$ cat src/rtl/tx_frame_arbiter.sv
// Frame-granular 2:1 arbiter merging two TX byte FIFOs into one FIFO-style view for RMII.
// Define TX_ARB_STATS_EN to add per-source completed-frame counters (frame0_count/frame1_count).
module tx_frame_arbiter #(
    parameter int unsigned MAX_BYTES = 1536
) (
    input  logic        REF_CLK,
    input  logic        arst_n,
    input  logic        s0_aempty,
    input  logic        s0_empty,
    input  logic        s0_eod,
    input  logic [7:0]  s0_dout,
    output logic        s0_rden,
    input  logic        s1_aempty,
    input  logic        s1_empty,
    input  logic        s1_eod,
    input  logic [7:0]  s1_dout,
    output logic        s1_rden,
    output logic        m_aempty,
    output logic        m_empty,
    output logic        m_eod,
    output logic [7:0]  m_dout,
    input  logic        m_rden,
    input  logic        arb_mode,
    output logic [1:0]  grant,
`ifdef TX_ARB_STATS_EN
    output logic [15:0] frame0_count,
    output logic [15:0] frame1_count,
`endif
    output logic [15:0] drop_count
);

    typedef enum logic [1:0] {
        StIdle  = 2'b00,
        StXfer  = 2'b01,
        StDrain = 2'b10
    } state_e;

    state_e      state_q, state_d;
    logic [1:0]  grant_q, grant_d;
    logic [10:0] cnt_q, cnt_d;
    logic [15:0] drop_q, drop_d;
    logic        last_q, last_d;   // 1: source 1 was served last

    logic        req0, req1, pick0;
    logic        g_empty, g_aempty, g_eod;
    logic [7:0]  g_dout;
    logic        overlen;
    logic        pop;

    assign req0 = ~s0_aempty;
    assign req1 = ~s1_aempty;

    assign g_empty  = grant_q[1] ? s1_empty  : s0_empty;
    assign g_aempty = grant_q[1] ? s1_aempty : s0_aempty;
    assign g_eod    = grant_q[1] ? s1_eod    : s0_eod;
    assign g_dout   = grant_q[1] ? s1_dout   : s0_dout;

    assign overlen = (32'(cnt_q) >= MAX_BYTES);

    // Round-robin favours the source not served last; fixed mode always favours source 0.
    assign pick0 = arb_mode ? req0 : (req0 & (~req1 | last_q));

    always_comb begin
        state_d  = state_q;
        grant_d  = grant_q;
        cnt_d    = cnt_q;
        drop_d   = drop_q;
        last_d   = last_q;
        pop      = 1'b0;
        m_empty  = 1'b1;
        m_aempty = 1'b1;
        m_eod    = 1'b0;
        m_dout   = 8'h00;

        case (state_q)
            StIdle: begin
                if (req0 | req1) begin
                    grant_d = pick0 ? 2'b01 : 2'b10;
                    cnt_d   = '0;
                    state_d = StXfer;
                end
            end
            StXfer: begin
                m_dout   = g_dout;
                m_eod    = g_eod;
                m_aempty = g_aempty;
                m_empty  = g_empty | overlen;
                pop      = m_rden & ~g_empty & ~overlen;
                if (pop && (cnt_q != '1)) begin
                    cnt_d = cnt_q + 11'd1;
                end
                if (pop && g_eod) begin
                    state_d = StIdle;
                    grant_d = '0;
                    last_d  = grant_q[1];
                end else if (overlen || g_empty) begin
                    state_d = StDrain;
                    drop_d  = drop_q + 16'd1;
                end
            end
            StDrain: begin
                // Discard the rest of the frame as fast as the source supplies it.
                pop = ~g_empty;
                if (pop && g_eod) begin
                    state_d = StIdle;
                    grant_d = '0;
                    last_d  = grant_q[1];
                end
            end
            default: begin
                state_d = StIdle;
                grant_d = '0;
            end
        endcase
    end

    assign s0_rden    = pop & grant_q[0];
    assign s1_rden    = pop & grant_q[1];
    assign grant      = grant_q;
    assign drop_count = drop_q;

    always_ff @(posedge REF_CLK or negedge arst_n) begin
        if (!arst_n) begin
            state_q <= StIdle;
            grant_q <= '0;
            cnt_q   <= '0;
            drop_q  <= '0;
            last_q  <= 1'b1;
        end else begin
            state_q <= state_d;
            grant_q <= grant_d;
            cnt_q   <= cnt_d;
            drop_q  <= drop_d;
            last_q  <= last_d;
        end
    end

`ifdef TX_ARB_STATS_EN
    logic [15:0] f0_q, f1_q;
    logic        fin;

    assign fin = (state_q == StXfer) & pop & g_eod;

    always_ff @(posedge REF_CLK or negedge arst_n) begin
        if (!arst_n) begin
            f0_q <= '0;
            f1_q <= '0;
        end else begin
            if (fin && grant_q[0]) f0_q <= f0_q + 16'd1;
            if (fin && grant_q[1]) f1_q <= f1_q + 16'd1;
        end
    end

    assign frame0_count = f0_q;
    assign frame1_count = f1_q;
`endif

endmodule
$ cat config.mk
export PLATFORM = sky130hd
export DESIGN_NAME = tx_frame_arbiter
export DESIGN_NICKNAME = d
export VERILOG_FILES = /design/src/rtl/tx_frame_arbiter.sv
export SDC_FILE = /design/constraint.sdc
export NUM_CORES = 1
export LEC_CHECK = 0
export BUFFER_PORTS_ARGS = -buffer_cell sky130_fd_sc_hd__buf_4
export CORE_MARGIN = 5
export CORE_UTILIZATION = 52
export CTS_CLUSTER_SIZE = 10
export DETAILED_ROUTE_END_ITERATION = 8
export GPL_TIMING_DRIVEN = 0
export MAX_ROUTING_LAYER = met4
export PLACE_DENSITY = 0.8
export SLEW_MARGIN = 20
export SYNTH_ARGS = -nofsm -noshare
export SYNTH_HDL_FRONTEND = slang
export SYNTH_SLANG_ARGS = --single-unit
$ cat constraint.sdc
create_clock -name REF_CLK -period 2.2 [get_ports REF_CLK]
set_clock_uncertainty 0.05 [all_clocks]
set_input_delay 0.33 -clock REF_CLK [delete_from_list [all_inputs] [get_ports REF_CLK]]
set_output_delay 0.33 -clock REF_CLK [all_outputs]
set_load 0.02 [all_outputs]
**Word-level counts from Yosys, hierarchy flattened**

Cells that the tools add are included.

- Register bits: 32

- $add $sub $neg: 2
- Order comparisons: 1
- Equality and inequality tests: 8
- Mux-type cells: 25
- Bitwise logic cells: 13
- Reductions and logical operators: 12

Operator list:

| kind | number |
|---|---|
| two-way mux 11 bit | 2 |
| case mux 11 bit (2 select lines) | 1 |
| adder 16 x 1 -> 16 bit, second input constant | 1 |
| two-way mux 8 bit | 2 |
| AND reduction 3 bit | 5 |
| two-way mux 2 bit | 7 |
| case mux 2 bit (3 select lines) | 2 |
| adder 11 x 1 -> 11 bit, second input constant | 1 |
| >= comparator 11 bit, second input constant | 1 |
| inequality test 11 bit, second input constant | 1 |
| two-way mux 1 bit | 9 |
| inequality test 2 bit, second input constant | 4 |
| bitwise AND 1 bit | 5 |
| NOT 1 bit | 5 |
| case mux 1 bit (2 select lines) | 2 |
| nonzero test 2 bit | 2 |
| logical AND 1 bit | 3 |
| inequality test 3 bit, second input constant | 1 |
| bitwise OR 1 bit | 3 |
| == test 2 x 1 -> 1 bit, second input constant | 1 |
| == test 2 bit, second input constant | 1 |
| logical NOT 2 bit | 1 |
| logical OR 1 bit | 1 |

**Depth between registers and ports, before layout**

Gate-level depths: netlist (run 1).

- Depth after elaboration: 7
- Depth in mapped cells: 7
- Gate-level depth less buffers: 6

**Worst setup path after synthesis (run 1)**

No wires, ideal clock.

- Path type: register to output
- From: register state_q[1]
- To: output port s0_rden
- Arrival time: 1658 ps
- Data required time: 1820 ps
- Path slack: 162 ps
- Stages on the path, launching flop included: 7
- Path buffers: 0
- Cells stage by stage: dfrtp_1 > inv_1 > ha_1 > a21boi_1 > nand3_2 > a21boi_0 > and2_1

- Word-level cells in the longest chain between the ends: 3
- Elaborated cells on any way between the ends: 4
- Those cells by class: 2 x eq/ne; 1 x mux; 1 x bitwise

Ends and longest elaborated chain:

| what | RTL line | source |
|---|---|---|
| start, declared | 38 | `state_e state_q, state_d;` |
| start signal, assigned | 124 | `state_q <= StIdle;` |
| start signal, assigned | 130 | `state_q <= state_d;` |
| == test 2 bit or == test 2 x 1 -> 1 bit (tied branches) | 75 | `case (state_q)` |
| case mux 1 bit (2 select lines) * | 75 |  |
| bitwise AND 1 bit * | 117 | `assign s0_rden = pop & grant_q[0];` |
| end, declared | 12 | `output logic s0_rden,` |

Mark *: on every way between the ends. The rest lies on a longest branch, timed or not.

**Worst setup path in the final report (run 1)**

- From: register state_q[1]
- To: output port s1_rden

- Word-level cells in the longest chain between the ends: 3
- Elaborated cells on any way between the ends: 4
- Those cells by class: 2 x eq/ne; 1 x mux; 1 x bitwise

Ends and longest elaborated chain:

| what | RTL line | source |
|---|---|---|
| == test 2 bit or == test 2 x 1 -> 1 bit (tied branches) | 75 |  |
| case mux 1 bit (2 select lines) * | 75 |  |
| bitwise AND 1 bit * | 118 | `assign s1_rden = pop & grant_q[1];` |
| end, declared | 17 | `output logic s1_rden,` |

Marks and branches as above.

==> results of run 1 <==
## state kept, by name (all words and copies together) (netlist names)
| signal | flops |
|---|---|
| cnt_q | 11 |
| drop_count | 16 |
| state_q | 2 |
| grant | 2 |
| last_q | 1 |
## power by group
group | total (mW) | leakage [nW] | internal [mW] | switching (mW)
Combinational | 1.51 | 0.786 | 0.712 | 0.800
Sequential | 0.842 | 0.419 | 0.713 | 0.130
Clock | 0.475 | 0.0510 | 0.250 | 0.225
## critical path: cells and delay by family, from the launching register on
kind	cells	cell delay, ps
AOI/OAI and AO/OA	2	380
DFF	1	400
adders and majority gates	1	140
buffers and inverters	2	240
and+or+nand+nor	2	280
## path summary, 6_finish.rpt
kind,from,end,cells after the start
max in group asynchronous,arst_n,last_q,2
worst max register to register,state_q[0],grant[0],7
worst min-delay path,s1_aempty,cnt_q[4],3
worst max-delay path,state_q[1],s1_rden,7
min in group asynchronous,arst_n,drop_count[7],2
worst min register to register,drop_count[15],drop_count[15],1
## cell usage after synthesis, types with 6 or more instances
cell,n
sky130_fd_sc_hd__nand2_1,16
sky130_fd_sc_hd__nor2_1,8
sky130_fd_sc_hd__dfrtp_1,31
sky130_fd_sc_hd__xnor2_1,6
sky130_fd_sc_hd__mux2i_1,14
sky130_fd_sc_hd__nor2b_1,10
sky130_fd_sc_hd__o21ai_0,9
sky130_fd_sc_hd__inv_1,11
sky130_fd_sc_hd__nand3_1,10
sky130_fd_sc_hd__nor3_1,11
sky130_fd_sc_hd__xor2_1,10
## through the flow
stage                     utilization  instances  setup slack (ps)
final                          0.7184        318             103.8
after global routing           0.7184        318            -18.55
after CTS                      0.7098        314             34.91
after detailed placement       0.6675        305            -135.5
after global placement         0.6675        305            -138.6
after floorplan                     -        201             161.8
## cells in the final DEF (no fill, tap or decap), drive strengths merged, types with 2 or more instances in the layout
master / count
clkinv: 2
nor3: 11
ha: 5
a21oi: 6
and4: 2
clkbuf: 10
nor2b: 10
a21o: 2
mux2i: 14
nand2: 17
buf: 63
nand4: 5
xnor2: 6
a31oi: 6
o21ai: 10
and2: 4
inv: 11
a21boi: 2
mux2: 4
nand3: 12
xor2: 10
dfrtp: 31
nor2: 8
nor4: 3
## kinds of logic after synthesis
group / after synthesis / share of synthesized area
multiplexers: 18 / 0.1001
flip-flops: 32 / 0.4085
buffers and inverters: 18 / 0.04016
XOR/XNOR: 16 / 0.07138
adder cells (fa/ha/maj): 5 / 0.03187
AO/OA/AOI/OAI: 34 / 0.1313
AND/OR/NAND/NOR: 78 / 0.2167
## layout make-up
cell class / instances / area, sq um
Multi-Input combinational cell: 151 / 1130
Fill cell: 287 / 1031
Sequential cell: 32 / 802.0
Timing Repair Buffer: 62 / 467.9
Clock buffer: 6 / 82.58
Tap cell: 48 / 60.06
Inverter: 11 / 41.29
Buffer: 6 / 36.28
Clock inverter: 2 / 10.01
## what timing repair did
| item | CTS | global route |
|---|---|---|
| endpoints found under the hold margin | 31 | 0 |
| pin swaps | 0 | 0 |
| gates cloned | 0 | 0 |
| hold buffers | 1 | 0 |
| setup buffers | 1 | 4 |
| resized for setup | 11 | 2 |
| endpoints found under the setup margin | 14 | 9 |
## layer usage
layer | vias to the layer above | wire, um | part of all wire
met3 | 12 | 309 | 0.066
met5 | - | 0 | 0
met2 | 72 | 2297 | 0.49
li1 | 846 | - | -
met4 | 0 | 76 | 0.016
met1 | 833 | 1990 | 0.43
==> results_dict.tcl, run 1 <==
set metrics [dict create \
    first_iter_violations 85 \
    grt_pass1_vias 1742 \
    grt_antenna_before_repair 0 \
    tritoncts "built" \
    grt_usage 0.1992 \
    setup-violations-final 0 \
    numClockSinks 32 \
    grt_use_met1 0.2538 \
    finalWorstPathRequiredPeriod_ps 2096 \
    crit_path_end_kind "output pin" \
    synth_top_cells_by_area "sky130_fd_sc_hd__dfrtp_1 (40%), sky130_fd_sc_hd__mux2i_1 (7.1%), sky130_fd_sc_hd__xor2_1 (4.5%)" \
    detail_route.first_pass.iterations 4 \
    async_flop_share 1.000 \
    finalInstanceArea_sq_um 2630 \
    final.setup.tns_ps 0 \
    critPathArrivalTime_ps 1720 \
    place_hpwl_mm 3.381 \
    maxCapViolCount 0 \
    num_vias 1763 \
    worstPathCellList "inv_2, ha_4, a21boi_4, nand3_4, a21boi_2, and2_1, buf_4" \
    final_hold_violating_endpoints 0 \
    post-layout-total-power_mw 2.830 \
    crit_required_ps 1820 \
    timing.final.crit_share 0.9528 \
    synth_ff_type "sky130_fd_sc_hd__dfrtp_1" \
    tightestPinTransition_ps 612.8 \
    clk_pin_slew_ps 70 \
    design.die.area_sq_um 5104 \
    routed_wirelength_mm 4.672 \
    hold_class "in -> reg" \
    antenna-diode-count 0 \
    gr-usage-met3 0.04208 \
    netlist_instances 201 \
    synthesis.area_per_instance_sq_um 9.767 \
    cp_slowest_cell "sky130_fd_sc_hd__dfrtp_1" \
    placement_stage_cell_area_sq_um 2444 \
    vdd_drop_max_mv 0.5977 \
    io_buffers 56 \
    synth_top_cell_area_share 0.3952 \
    die-width_um 71.45 \
    floorplan.initialDensity 0.5362 \
    mappedNetlistNets 232 \
    leftover_overflow_at_the_end_of_global_routing 0 \
    power_per_cell_area_nw_per_um2 1076 \
    synth_enable_flop_cells 0 \
    grt_setup_unrepaired "true" \
    die_height_um 71.45 \
    startpoint_type "flip-flop" \
    drtAntennaViolNets 0 \
    ys_types 47 \
    maxClockFrequency_ghz 0.4771 \
    layout.nets 300 \
    proportion_of_synthesized_chip_area_in_sequential_cells 0.4085 \
    critPathKind "reg -> out" \
    grt_start_max_net_pins 33 \
    post_drt_wl_per_cell_um 14.69 \
    clock_path_buffers 2 \
    clkLatencyLatePin_ps 290 \
    viasPerCell 5.544 \
    status "complete, no violations" \
    grt_first_pass_wirelength_mm 7.941 \
    post_synth_instance_area_sq_um 1963 \
    design.core.area_sq_um 3661 \
    globalplace.congestion 0.7806 \
    slowest_delay_ps 400 \
    core.rowCount 22 \
    power.leakage_nw 1.256 \
    detail_route.drc_violations 0 \
    ios 57 \
    reg2reg_setup_slack_ps 220 \
    top_usage_layer "met2" \
    relSlewSlack 0.5910 \
    timing.final.max_slew_violations 0 \
    layout-drive-gt1-share 0.3370 \
    area.growth.synth_to_final_pct 33.97 \
    use_met2 0.3184 \
    netlist.top_cell.by_area "sky130_fd_sc_hd__dfrtp_1" \
    tritoncts.num_buffers 5 \
    cts.htree.levels 2 \
    clock-root-buffer "sky130_fd_sc_hd__clkbuf_8" \
    worst-path-max-fanout 7 \
    timing.hold.ws_ps 363.0 \
    ys_seq_elements 32 \
    synth.yosys.warnings 0 \
]
Note: power is estimated with default switching activity, not from simulation.
==> run 2: changes to the inputs <==
==> constraint.sdc (replaced) <==
create_clock -name REF_CLK -period 2.2 [get_ports REF_CLK]
set_clock_uncertainty 0.05 [all_clocks]
set_input_delay 0.22 -clock REF_CLK [delete_from_list [all_inputs] [get_ports REF_CLK]]
set_output_delay 0.22 -clock REF_CLK [all_outputs]
set_load 0.02 [all_outputs]
==> results_dict.tcl, run 2 (synthesized netlist as in run 1, its figures left out) <==
set metrics [dict create \
    status "complete, no violations" \
    grt_start_max_net_pins 33 \
    m1WireLength_mm 1.989 \
    place_hpwl_mm 3.381 \
    clock-root-buffer "sky130_fd_sc_hd__clkbuf_8" \
    final.setup.tns_ps 0 \
    critPathArrivalTime_ps 1810 \
    maxClockFrequency_ghz 0.4809 \
    layout-drive-gt1-share 0.3208 \
    clkLatencyLatePin_ps 290 \
    leftover_overflow_at_the_end_of_global_routing 0 \
    clock_path_buffers 2 \
    reg_power_frac 0.305 \
    setup-violations-final 0 \
    routed_wirelength_mm 4.569 \
    first_iter_violations 67 \
    placement_stage_cell_area_sq_um 2444 \
    clk_pin_slew_ps 70 \
    power_per_cell_area_nw_per_um2 1065 \
    cts.htree.levels 2 \
    finalInstanceArea_sq_um 2591 \
    crit_required_ps 1930 \
    met2RoutedLength_mm 2.266 \
    swShare 0.4105 \
    core.rowCount 22 \
    highest-signal-layer "met4" \
    power.leakage_nw 1.228 \
    hold_class "in -> reg" \
    grt_antenna_before_repair 0 \
    final_hold_violating_endpoints 0 \
    tightestPinTransition_ps 612.2 \
    worst-path-max-fanout 7 \
    detail_route.first_pass.iterations 4 \
    design.die.area_sq_um 5104 \
    internal-power_mw 1.627 \
    reg2reg_setup_slack_ps 210 \
    finalWorstPathRequiredPeriod_ps 2080 \
    drtAntennaViolNets 0 \
    clkPwrFrac 0.171 \
    globalplace.congestion 0.7806 \
    viasPerCell 5.524 \
    timing.final.max_slew_violations 0 \
    layoutNonFillerInstCount 313 \
    p_sw_mw 1.133 \
    area.growth.synth_to_final_pct 32.00 \
    timing.hold.worst_endpoint "cnt_q[4]" \
    most_frequent_cells_in_the_layout "sky130_fd_sc_hd__buf_4 (57), sky130_fd_sc_hd__dfrtp_1 (31), sky130_fd_sc_hd__nand2_1 (16)" \
    vdd_drop_max_mv 0.5982 \
    die-width_um 71.45 \
    grt_pass1_vias 1723 \
    hold-path-cell-count 3 \
    startpoint_type "flip-flop" \
    tritoncts "built" \
    grt_first_pass_wirelength_mm 7.790 \
    wl_met3_um 275 \
    crit_path_end_kind "output pin" \
    antenna-diode-count 0 \
    num_vias 1729 \
    grt_usage 0.1931 \
    die_height_um 71.45 \
    timing.hold.ws_ps 250.8 \
    flip_flop_count_of_the_largest_register_all_copies_and_words_added 16 \
    ios 57 \
    mostFrequentLayoutCell "sky130_fd_sc_hd__buf_4" \
    multiInputGateArea_sq_um 1130 \
    relSlewSlack 0.5915 \
    detail_route.drc_violations 0 \
    layout.area.seq_sq_um 802.0 \
    timing.final.crit_share 0.9452 \
    maxCapViolCount 0 \
    post_drt_wl_per_cell_um 14.60 \
    critical_path.reg2reg.endpoint "grant[0]" \
    critPathKind "reg -> out" \
    min_delay_startpoint "s1_aempty" \
    r2r_cells 7 \
    io_buffers 56 \
    p_comb_frac 0.524 \
    layout.nets 295 \
    numClockSinks 32 \
    tritoncts.num_buffers 5 \
    floorplan.initialDensity 0.5362 \
    placed_cells 305 \
    regToRegStartpoint "state_q[0]" \
    fillCellCount 289 \
    design.core.area_sq_um 3661 \
]
## run 2: cell count changes in the layout (fill, tap and decap cells not counted), sizes merged
cell and change:
buf -5
## run 2: per-layer routing
metal  vias up  GRT usage
met4         0    0.04384
li1        841          -
met2        54     0.3082
met3         4    0.04348
met1       830     0.2511
met5         -          -
## run 2: stage by stage
step	utilization	power, mW	setup WS, ps
finish	0.7078	2.761	120.5
CTS	0.7044	2.774	6.361
detailed placement	0.6675	2.240	-50.01
global placement	0.6675	2.209	-45.12
global route	0.7078	2.949	-11.00
floorplan	-	1.789	242.2
## run 2: final cells by class
type                    count  share of cell area
multi-input cells         151              0.4360
inverters                  11             0.01593
flip-flops and latches     32              0.3095
plain buffers               6             0.01352
clock inverters             2            0.003863
well taps                  48             0.02318
clock buffers               6             0.03187
repair buffers             57              0.1661
## run 2: worst max-delay path by stage
stage               start        end  slack (ps)  depth (start not counted)
2_1_floorplan  state_q[1]   cnt_q[0]         240                          6
3_3_place_gp   state_q[1]   cnt_q[0]         -50                          6
3_5_place_dp   state_q[1]   cnt_q[0]         -50                          6
4_1_cts        state_q[1]  m_dout[7]           6                          6
5_1_grt        state_q[1]    s0_rden         -10                          7
6_report       state_q[1]    s1_rden         120                          7
## run 2: power groups by stage
| stage | combinational (mW) | clock, mW | sequential [mW] |
|---|---|---|---|
| finish | 1.45 | 0.473 | 0.842 |
| global route | 1.57 | 0.513 | 0.863 |
| CTS | 1.45 | 0.486 | 0.841 |
| detailed placement | 1.40 | 0 | 0.843 |
| global placement | 1.37 | 0 | 0.838 |
| floorplan | 0.904 | 0 | 0.885 |
## run 2: timing repair
action	in CTS	in global routing
hold buffers	1	0
endpoints found under the setup margin	13	12
endpoints found under the hold margin	31	0
resized for setup	8	3
setup buffers	0	0
## run 2: worst max-delay path: stages (launching register included)
cell	delay, ps
sky130_fd_sc_hd__dfrtp_1	400
sky130_fd_sc_hd__inv_2	100
sky130_fd_sc_hd__ha_4	190
sky130_fd_sc_hd__a21boi_4	260
sky130_fd_sc_hd__nand3_4	150
sky130_fd_sc_hd__a21boi_2	160
sky130_fd_sc_hd__and2_1	140
sky130_fd_sc_hd__buf_4	140
